[src/rtl/voice_sequencer.sv]
// voice_sequencer: per-voice register file, time-multiplexed slot sweep
// driving the shared oscillator, and a collector that mixes the returned
// samples into one sample per sweep.
// Optional feature macro: VOICE_SEQ_SATURATE_EN
//    defined   -> mix_out is the sweep sum clamped to the sample range
//    undefined -> mix_out is the sweep sum arithmetically shifted (average)

package voice_sequencer_pkg;
   typedef enum logic [1:0] {
      SINE     = 2'd0,
      SQUARE   = 2'd1,
      SAW      = 2'd2,
      TRIANGLE = 2'd3
   } wave_shape;

   localparam int FIXED_POINT        = 8;
   localparam int ENVELOPE_RESET_BIT = 0;
endpackage

module voice_sequencer
   import voice_sequencer_pkg::*;
#(
   parameter int WIDTH       = 24,
   parameter int N_WAVEGENS  = 4,
   parameter int OSC_LATENCY = 1
) (
   input  logic                                  clk,
   input  logic                                  rst,
   input  logic                                  wr_en,
   input  logic [$clog2(N_WAVEGENS)-1:0]         wr_voice,
   input  logic                                  wr_enable,
   input  logic [31:0]                           wr_freq,
   input  logic [WIDTH-1:0]                      wr_amplitude,
   input  wave_shape                             wr_shape,
   input  logic                                  wr_note_on,
   output logic [$clog2(N_WAVEGENS+1)-1:0]       osc_index,
   output logic                                  osc_enable,
   output logic [31:0]                           osc_freq,
   output logic [WIDTH-1:0]                      osc_amplitude,
   output wave_shape                             osc_shape,
   output logic [7:0]                            osc_cmds,
   input  logic signed [WIDTH+FIXED_POINT-1:0]   osc_out,
   output logic signed [WIDTH+FIXED_POINT-1:0]   mix_out,
   output logic                                  mix_valid
);

   localparam int IDX_W    = $clog2(N_WAVEGENS + 1);
   localparam int VOICE_W  = $clog2(N_WAVEGENS);
   localparam int SAMPLE_W = WIDTH + FIXED_POINT;
   localparam int ACC_W    = SAMPLE_W + $clog2(N_WAVEGENS);
   localparam logic [IDX_W-1:0] IDLE      = IDX_W'(N_WAVEGENS);
   localparam logic [IDX_W-1:0] LAST_VOICE = IDX_W'(N_WAVEGENS - 1);

   logic [IDX_W-1:0]          s;
   logic                      load_voice;
   logic [VOICE_W-1:0]        voice_sel;
   logic                      wr_valid;

   logic                      reg_enable    [N_WAVEGENS];
   logic [31:0]               reg_freq      [N_WAVEGENS];
   logic [WIDTH-1:0]          reg_amplitude [N_WAVEGENS];
   wave_shape                 reg_shape     [N_WAVEGENS];
   logic [N_WAVEGENS-1:0]     pending;
   logic [N_WAVEGENS-1:0]     pending_next;
   logic [7:0]                cmd_next;

   logic [IDX_W-1:0]          dly [OSC_LATENCY];
   logic [IDX_W-1:0]          d;
   logic signed [ACC_W-1:0]   acc;
   logic signed [ACC_W-1:0]   osc_ext;
   logic signed [ACC_W-1:0]   sum;
   logic signed [SAMPLE_W-1:0] mix_next;

   assign load_voice = (s < IDLE);
   assign voice_sel  = s[VOICE_W-1:0];
   assign wr_valid   = (int'(wr_voice) < N_WAVEGENS);
   assign d          = dly[OSC_LATENCY-1];
   assign osc_ext    = {{(ACC_W-SAMPLE_W){osc_out[SAMPLE_W-1]}}, osc_out};
   assign sum        = acc + osc_ext;

   // Slot counter sweeps every voice and then the idle slot.
   always_ff @(posedge clk) begin
      if (rst) begin
         s <= '0;
      end else if (s == IDLE) begin
         s <= '0;
      end else begin
         s <= s + 1'b1;
      end
   end

   // Register file writes; the pending flag is handled separately below.
   always_ff @(posedge clk) begin
      if (rst) begin
         for (int i = 0; i < N_WAVEGENS; i++) begin
            reg_enable[i]    <= 1'b0;
            reg_freq[i]      <= '0;
            reg_amplitude[i] <= '0;
            reg_shape[i]     <= SINE;
         end
      end else if (wr_en && wr_valid) begin
         reg_enable[wr_voice]    <= wr_enable;
         reg_freq[wr_voice]      <= wr_freq;
         reg_amplitude[wr_voice] <= wr_amplitude;
         reg_shape[wr_voice]     <= wr_shape;
      end
   end

   // Pending envelope resets: loading a voice consumes its flag, but a
   // note-on landing on the same edge re-arms it so it is never lost.
   always_comb begin
      pending_next = pending;
      cmd_next     = '0;
      if (load_voice) begin
         cmd_next[ENVELOPE_RESET_BIT] = pending[voice_sel];
         pending_next[voice_sel]      = 1'b0;
      end
      if (wr_en && wr_valid && wr_note_on) begin
         pending_next[wr_voice] = 1'b1;
      end
   end

   // Pending flag register.
   always_ff @(posedge clk) begin
      if (rst) begin
         pending <= '0;
      end else begin
         pending <= pending_next;
      end
   end

   // Oscillator-facing outputs load the current slot from the register file
   // as it stood before this edge; the idle slot presents all zeros.
   always_ff @(posedge clk) begin
      if (rst) begin
         osc_index     <= IDLE;
         osc_enable    <= 1'b0;
         osc_freq      <= '0;
         osc_amplitude <= '0;
         osc_shape     <= SINE;
         osc_cmds      <= '0;
      end else begin
         osc_index <= s;
         osc_cmds  <= cmd_next;
         if (load_voice) begin
            osc_enable    <= reg_enable[voice_sel];
            osc_freq      <= reg_freq[voice_sel];
            osc_amplitude <= reg_amplitude[voice_sel];
            osc_shape     <= reg_shape[voice_sel];
         end else begin
            osc_enable    <= 1'b0;
            osc_freq      <= '0;
            osc_amplitude <= '0;
            osc_shape     <= SINE;
         end
      end
   end

   // Delay line tags each returning sample with the slot it belongs to;
   // stage 0 tracks osc_index itself.
   always_ff @(posedge clk) begin
      if (rst) begin
         for (int i = 0; i < OSC_LATENCY; i++) begin
            dly[i] <= IDLE;
         end
      end else begin
         dly[0] <= s;
         for (int i = 1; i < OSC_LATENCY; i++) begin
            dly[i] <= dly[i-1];
         end
      end
   end

`ifdef VOICE_SEQ_SATURATE_EN
   localparam logic signed [ACC_W-1:0] SAT_MAX =
      {{(ACC_W-SAMPLE_W+1){1'b0}}, {(SAMPLE_W-1){1'b1}}};
   localparam logic signed [ACC_W-1:0] SAT_MIN =
      {{(ACC_W-SAMPLE_W+1){1'b1}}, {(SAMPLE_W-1){1'b0}}};

   // Clamp the finished sweep sum to the representable sample range.
   always_comb begin
      mix_next = SAMPLE_W'(sum);
      if (sum > SAT_MAX) begin
         mix_next = SAMPLE_W'(SAT_MAX);
      end else if (sum < SAT_MIN) begin
         mix_next = SAMPLE_W'(SAT_MIN);
      end
   end
`else
   localparam int SHIFT = $clog2(N_WAVEGENS);

   // Average the finished sweep sum; this can never overflow the sample range.
   always_comb begin
      mix_next = SAMPLE_W'(sum >>> SHIFT);
   end
`endif

   // Collector: accumulate voice samples and emit one mix per sweep when the
   // last voice's sample arrives, restarting the accumulator on that edge.
   always_ff @(posedge clk) begin
      if (rst) begin
         acc       <= '0;
         mix_out   <= '0;
         mix_valid <= 1'b0;
      end else begin
         mix_valid <= 1'b0;
         if (d == LAST_VOICE) begin
            mix_out   <= mix_next;
            mix_valid <= 1'b1;
            acc       <= '0;
         end else if (d < IDLE) begin
            acc <= sum;
         end
      end
   end

endmodule
[config.mk]
export PLATFORM = sky130hd
export DESIGN_NAME = voice_sequencer
export DESIGN_NICKNAME = d
export VERILOG_FILES = /design/src/rtl/voice_sequencer.sv
export SDC_FILE = /design/constraint.sdc
export NUM_CORES = 1
export LEC_CHECK = 0
export ABC_AREA = 1
export CAP_MARGIN = 20
export CORE_ASPECT_RATIO = 2
export CORE_MARGIN = 2
export CORE_UTILIZATION = 40
export DETAILED_ROUTE_END_ITERATION = 12
export PLACE_DENSITY_LB_ADDON = 0.05
export SLEW_MARGIN = 5
export SYNTH_ARGS = -nofsm -noshare
export SYNTH_HDL_FRONTEND = slang
export SYNTH_SLANG_ARGS = --single-unit
[constraint.sdc]
create_clock -name clk -period 7.26 [get_ports clk]
set_clock_uncertainty 0.15 [all_clocks]
set_input_delay 2.178 -clock clk [delete_from_list [all_inputs] [get_ports clk]]
set_output_delay 2.178 -clock clk [all_outputs]
set_load 0.005 [all_outputs]
==> flow_summary.json <==
{
  "worstHoldEndpoint": "mix_out[17]",
  "required_ns": 7.33,
  "dieArea_mm2": 0.0436,
  "numCtsBuffers": 37,
  "powerDensity_mw_per_mm2": 262,
  "peakVddDrop_mv": 0.203,
  "hold_path.class": "flop to flop",
  "cts_setup_buffers": 0,
  "finalCriticalPeriod_ns": 4.45,
  "firstDrtPassIters": 5,
  "grt_pass1_vias": 12200,
  "cp_slowest_cell": "clkdlybuf4s50_1",
  "cts-resized-gates": 0,
  "p_int_mw": 3.87,
  "rrSetupSlack_ns": 4.18,
  "use_met1_pct": 28.4,
  "register_area_mm2": 0.00983,
  "grt_pass1_wl_um": 69400,
  "drt_iter0_markers": 566,
  "seqPwrFrac_pct": 47.1,
  "gr-usage-all-layers_pct": 20.6,
  "grt_util_met2_pct": 34.0,
  "num_io_pins": 200,
  "design_area_mm2": 0.0204,
  "reg2regPathDepth": 6,
  "met3_usage_pct": 2.61,
  "yosys.cell_types.count": 36,
  "crit_fanout": 29,
  "synth_area_per_cell_um2": 8.68,
  "tightestPinTransition_ns": 0.973,
  "pwr-share-comb_pct": 17.1,
  "grt_setup_unrepaired": "no",
  "hold_slack_ns": 0.302,
  "rows": 106,
  "finalSetupTns_ns": 0,
  "switching_share_pct": 27.5,
  "cpPeakStageDelay_ns": 0.84,
  "netlist_area_mm2": 0.0167,
  "synth_top_family_by_area": "simple AND/OR/NAND/NOR gates",
  "syn_to_final_growth_pct": 21.8,
  "leakagePower_nw": 8.73,
  "crit_family": "buffers and inverters",
  "yosys.area_share.adder_pct": 2.89,
  "nets": 2224,
  "critPathArrivalTime_ns": 4.52,
  "clockBufferDepth": 3,
  "ys_top_cells_by_area": "edfxtp_1 (42%), dfxtp_1 (16%), nor2_1 (12%)",
  "clock_latency_ns": 0.55,
  "hpwl_um": 27600,
  "crit_type": "input pin to flop",
  "synth_top_area_share_pct": 42.3,
  "wire_per_inst_um": 17.0,
  "clock-root-buffer": "clkbuf_16",
  "antenna_found_initial": 1,
  "htree_levels": 2,
  "cts_tree": "built",
  "wirelength_um": 45300,
  "syn_inst": 1928,
  "cp-start-kind": "input pin",
  "end_kind": "flop",
  "gp_congestion": 0.864,
  "r2r_end": "s[0]",
  "hold_viol_final": 0,
  "p_clk_share_pct": 35.8,
  "setup_viol": 0,
  "n_fill_cell": 3977,
  "crit_buf_inv": 3,
  "slew_headroom_pct": 34.9,
  "synth_top_cell_by_area": "edfxtp_1",
  "via_per_inst": 4.81,
  "clkTransAtPathRegs_ns": 0.06,
  "synth_compound_area_share_pct": 8.96,
  "ys_ff_latch": 373,
  "portBuffers": 192,
  "drc_errors": 0,
  "cts.sinks": 373,
  "ys_seq_area_share_pct": 58.7,
  "finalMaxSlewViolations": 0,
  "hold_buffers": 0,
  "synth-simple-area-share_pct": 21.7,
  "multiInputGateArea_mm2": 0.00582,
  "gr-total-overflow": 0,
  "start_util_pct": 40.3,
  "vias": 12800,
  "top_usage_layer": "met2",
  "fin_crit_sh_pct": 61.3,
  "timing.rr.start": "s[0]",
  "status": "completed",
  "grt_max_degree": 66,
  "worstHoldStart": "mix_out[17]",
  "synth_xor_area_share_pct": 0.733,
  "die_h_um": 293,
  "synth_warnings": 0,
  "place_area_mm2": 0.0192,
  "detail-route-antenna-nets": 0,
  "min_path_cells": 2,
  "max_cap_violations": 0,
  "die_x_um": 149,
  "cp_cell_sequence": "clkdlybuf4s50_1, inv_1, nand2_2, buf_4",
  "core_mm2": 0.0415,
  "synth_mux_area_share_pct": 0,
  "drive_gt1_share_pct": 5.15,
  "fmax_ghz": 0.225,
  "switching_power_mw": 1.47
}
==> tightest hold or removal path, stage by stage (launching register included) <==
cell     delay [ns]
dfxtp_1        0.31
nand2_1        0.06
nand2_1        0.04
==> stage by stage <==
stage	std cells	total power [mW]	setup slack [ns]	util [%]
floorplan	1934	3.10	1.29	-
global placement	2589	3.48	2.22	46.1
detailed placement	2590	3.48	2.23	46.2
CTS	2658	5.41	2.78	49.1
global route	2659	5.59	2.69	49.1
finish	2659	5.33	2.81	49.1
==> layout by cell type (no fill, tap or decap), types with 5 or more instances in the layout <==
cell type / synthesis / layout
o21ai_0: 156 / 153
clkinv_1: 3 / 7
clkbuf_1: 59 / 8
edfxtp_1: 236 / 236
xor2_1: 5 / 5
clkbuf_16: 0 / 38
o21ai_1: 6 / 6
nand4_1: 7 / 7
nand3_1: 43 / 43
o211ai_1: 5 / 5
nand2_1: 323 / 320
nand2_2: 11 / 13
a21oi_1: 104 / 104
dfxtp_1: 137 / 135
xnor2_1: 9 / 9
nor2_1: 522 / 521
buf_4: 10 / 13
clkdlybuf4s50_1: 0 / 192
a22o_1: 7 / 7
conb_1: 1 / 7
ha_1: 37 / 37
inv_1: 192 / 192
clkbuf_8: 0 / 7
nor3_1: 6 / 6
clkinv_2: 0 / 5
==> kinds of logic (layout without fill, tap and decap cells) <==
logic type,after synthesis,count (layout)
compound gates,287,287
xor+xnor,14,14
fa+ha+maj,38,38
buf+inv,291,475
flops,373,373
other cells,1,8
simple gates,924,924
==> how the worst max path moves through the flow <==
stage,start,to,cells after the start
4_1_cts,rst,reg_amplitude[3][14],4
3_5_place_dp,rst,reg_amplitude[3][14],4
3_3_place_gp,rst,reg_amplitude[3][12],4
6_report,rst,reg_amplitude[3][14],4
2_1_floorplan,wr_voice[1],reg_amplitude[2][0],5
5_1_grt,rst,reg_freq[3][30],4
==> synthesized netlist by cell type <==
| cell type | n |
|---|---|
| nor2_1 | 522 |
| nand2_1 | 323 |
| edfxtp_1 | 236 |
| inv_1 | 192 |
| o21ai_0 | 156 |
| dfxtp_1 | 137 |
| a21oi_1 | 104 |
| clkbuf_1 | 59 |
| nand3_1 | 43 |
| ha_1 | 37 |
| buf_2 | 19 |
| nand2_2 | 11 |
| buf_4 | 10 |
| xnor2_1 | 9 |
| a22o_1 | 7 |
| nand4_1 | 7 |
| nor3_1 | 6 |
| o21ai_1 | 6 |
| o211ai_1 | 5 |
| xor2_1 | 5 |
| buf_1 | 4 |
| nand3_2 | 4 |
| o21bai_1 | 4 |
| clkinv_1 | 3 |
| nor3_2 | 3 |
| a21boi_0 | 2 |
| inv_2 | 2 |
| nor2_2 | 2 |
| o31ai_1 | 2 |
| or2_2 | 2 |
| a21oi_2 | 1 |
| buf_6 | 1 |
| conb_1 | 1 |
| fa_1 | 1 |
| inv_4 | 1 |
| nor2_4 | 1 |
==> registers in the layout, summed over array words and instances (netlist names) <==
register	cells
mix_out	32
reg_amplitude	96
osc_freq	32
pending	4
mix_valid	1
osc_cmds	1
reg_enable	4
osc_shape	2
reg_shape	8
reg_freq	128
osc_amplitude	24
osc_enable	1
acc	34
dly	3
s	3
==> cell type report <==
class                      count  share of cell area, %
clock buffer                  53                   5.28
timing repair buffer         209                   10.3
multi-input combinational   1270                   28.6
inverter                     198                   3.66
sequential                   373                   48.2
tap                          540                   3.31
antenna                        1                 0.0123
clock inverter                15                  0.601
==> layer usage <==
metal	wire length [um]	vias to the layer above
met4	995	0
met5	0	-
met3	1980	57
met1	20700	5932
li1	-	6533
met2	21500	281
==> power by group through the flow <==
stage | Clock [mW] | Sequential (mW) | Combinational (mW)
after global routing | 2.04 | 2.53 | 1.03
after global placement | 0 | 2.56 | 0.915
final | 1.91 | 2.51 | 0.911
after CTS | 1.97 | 2.52 | 0.926
after detailed placement | 0 | 2.56 | 0.921
after floorplan | 0 | 2.54 | 0.562
No activity file was read; power rests on OpenSTA's default activity.
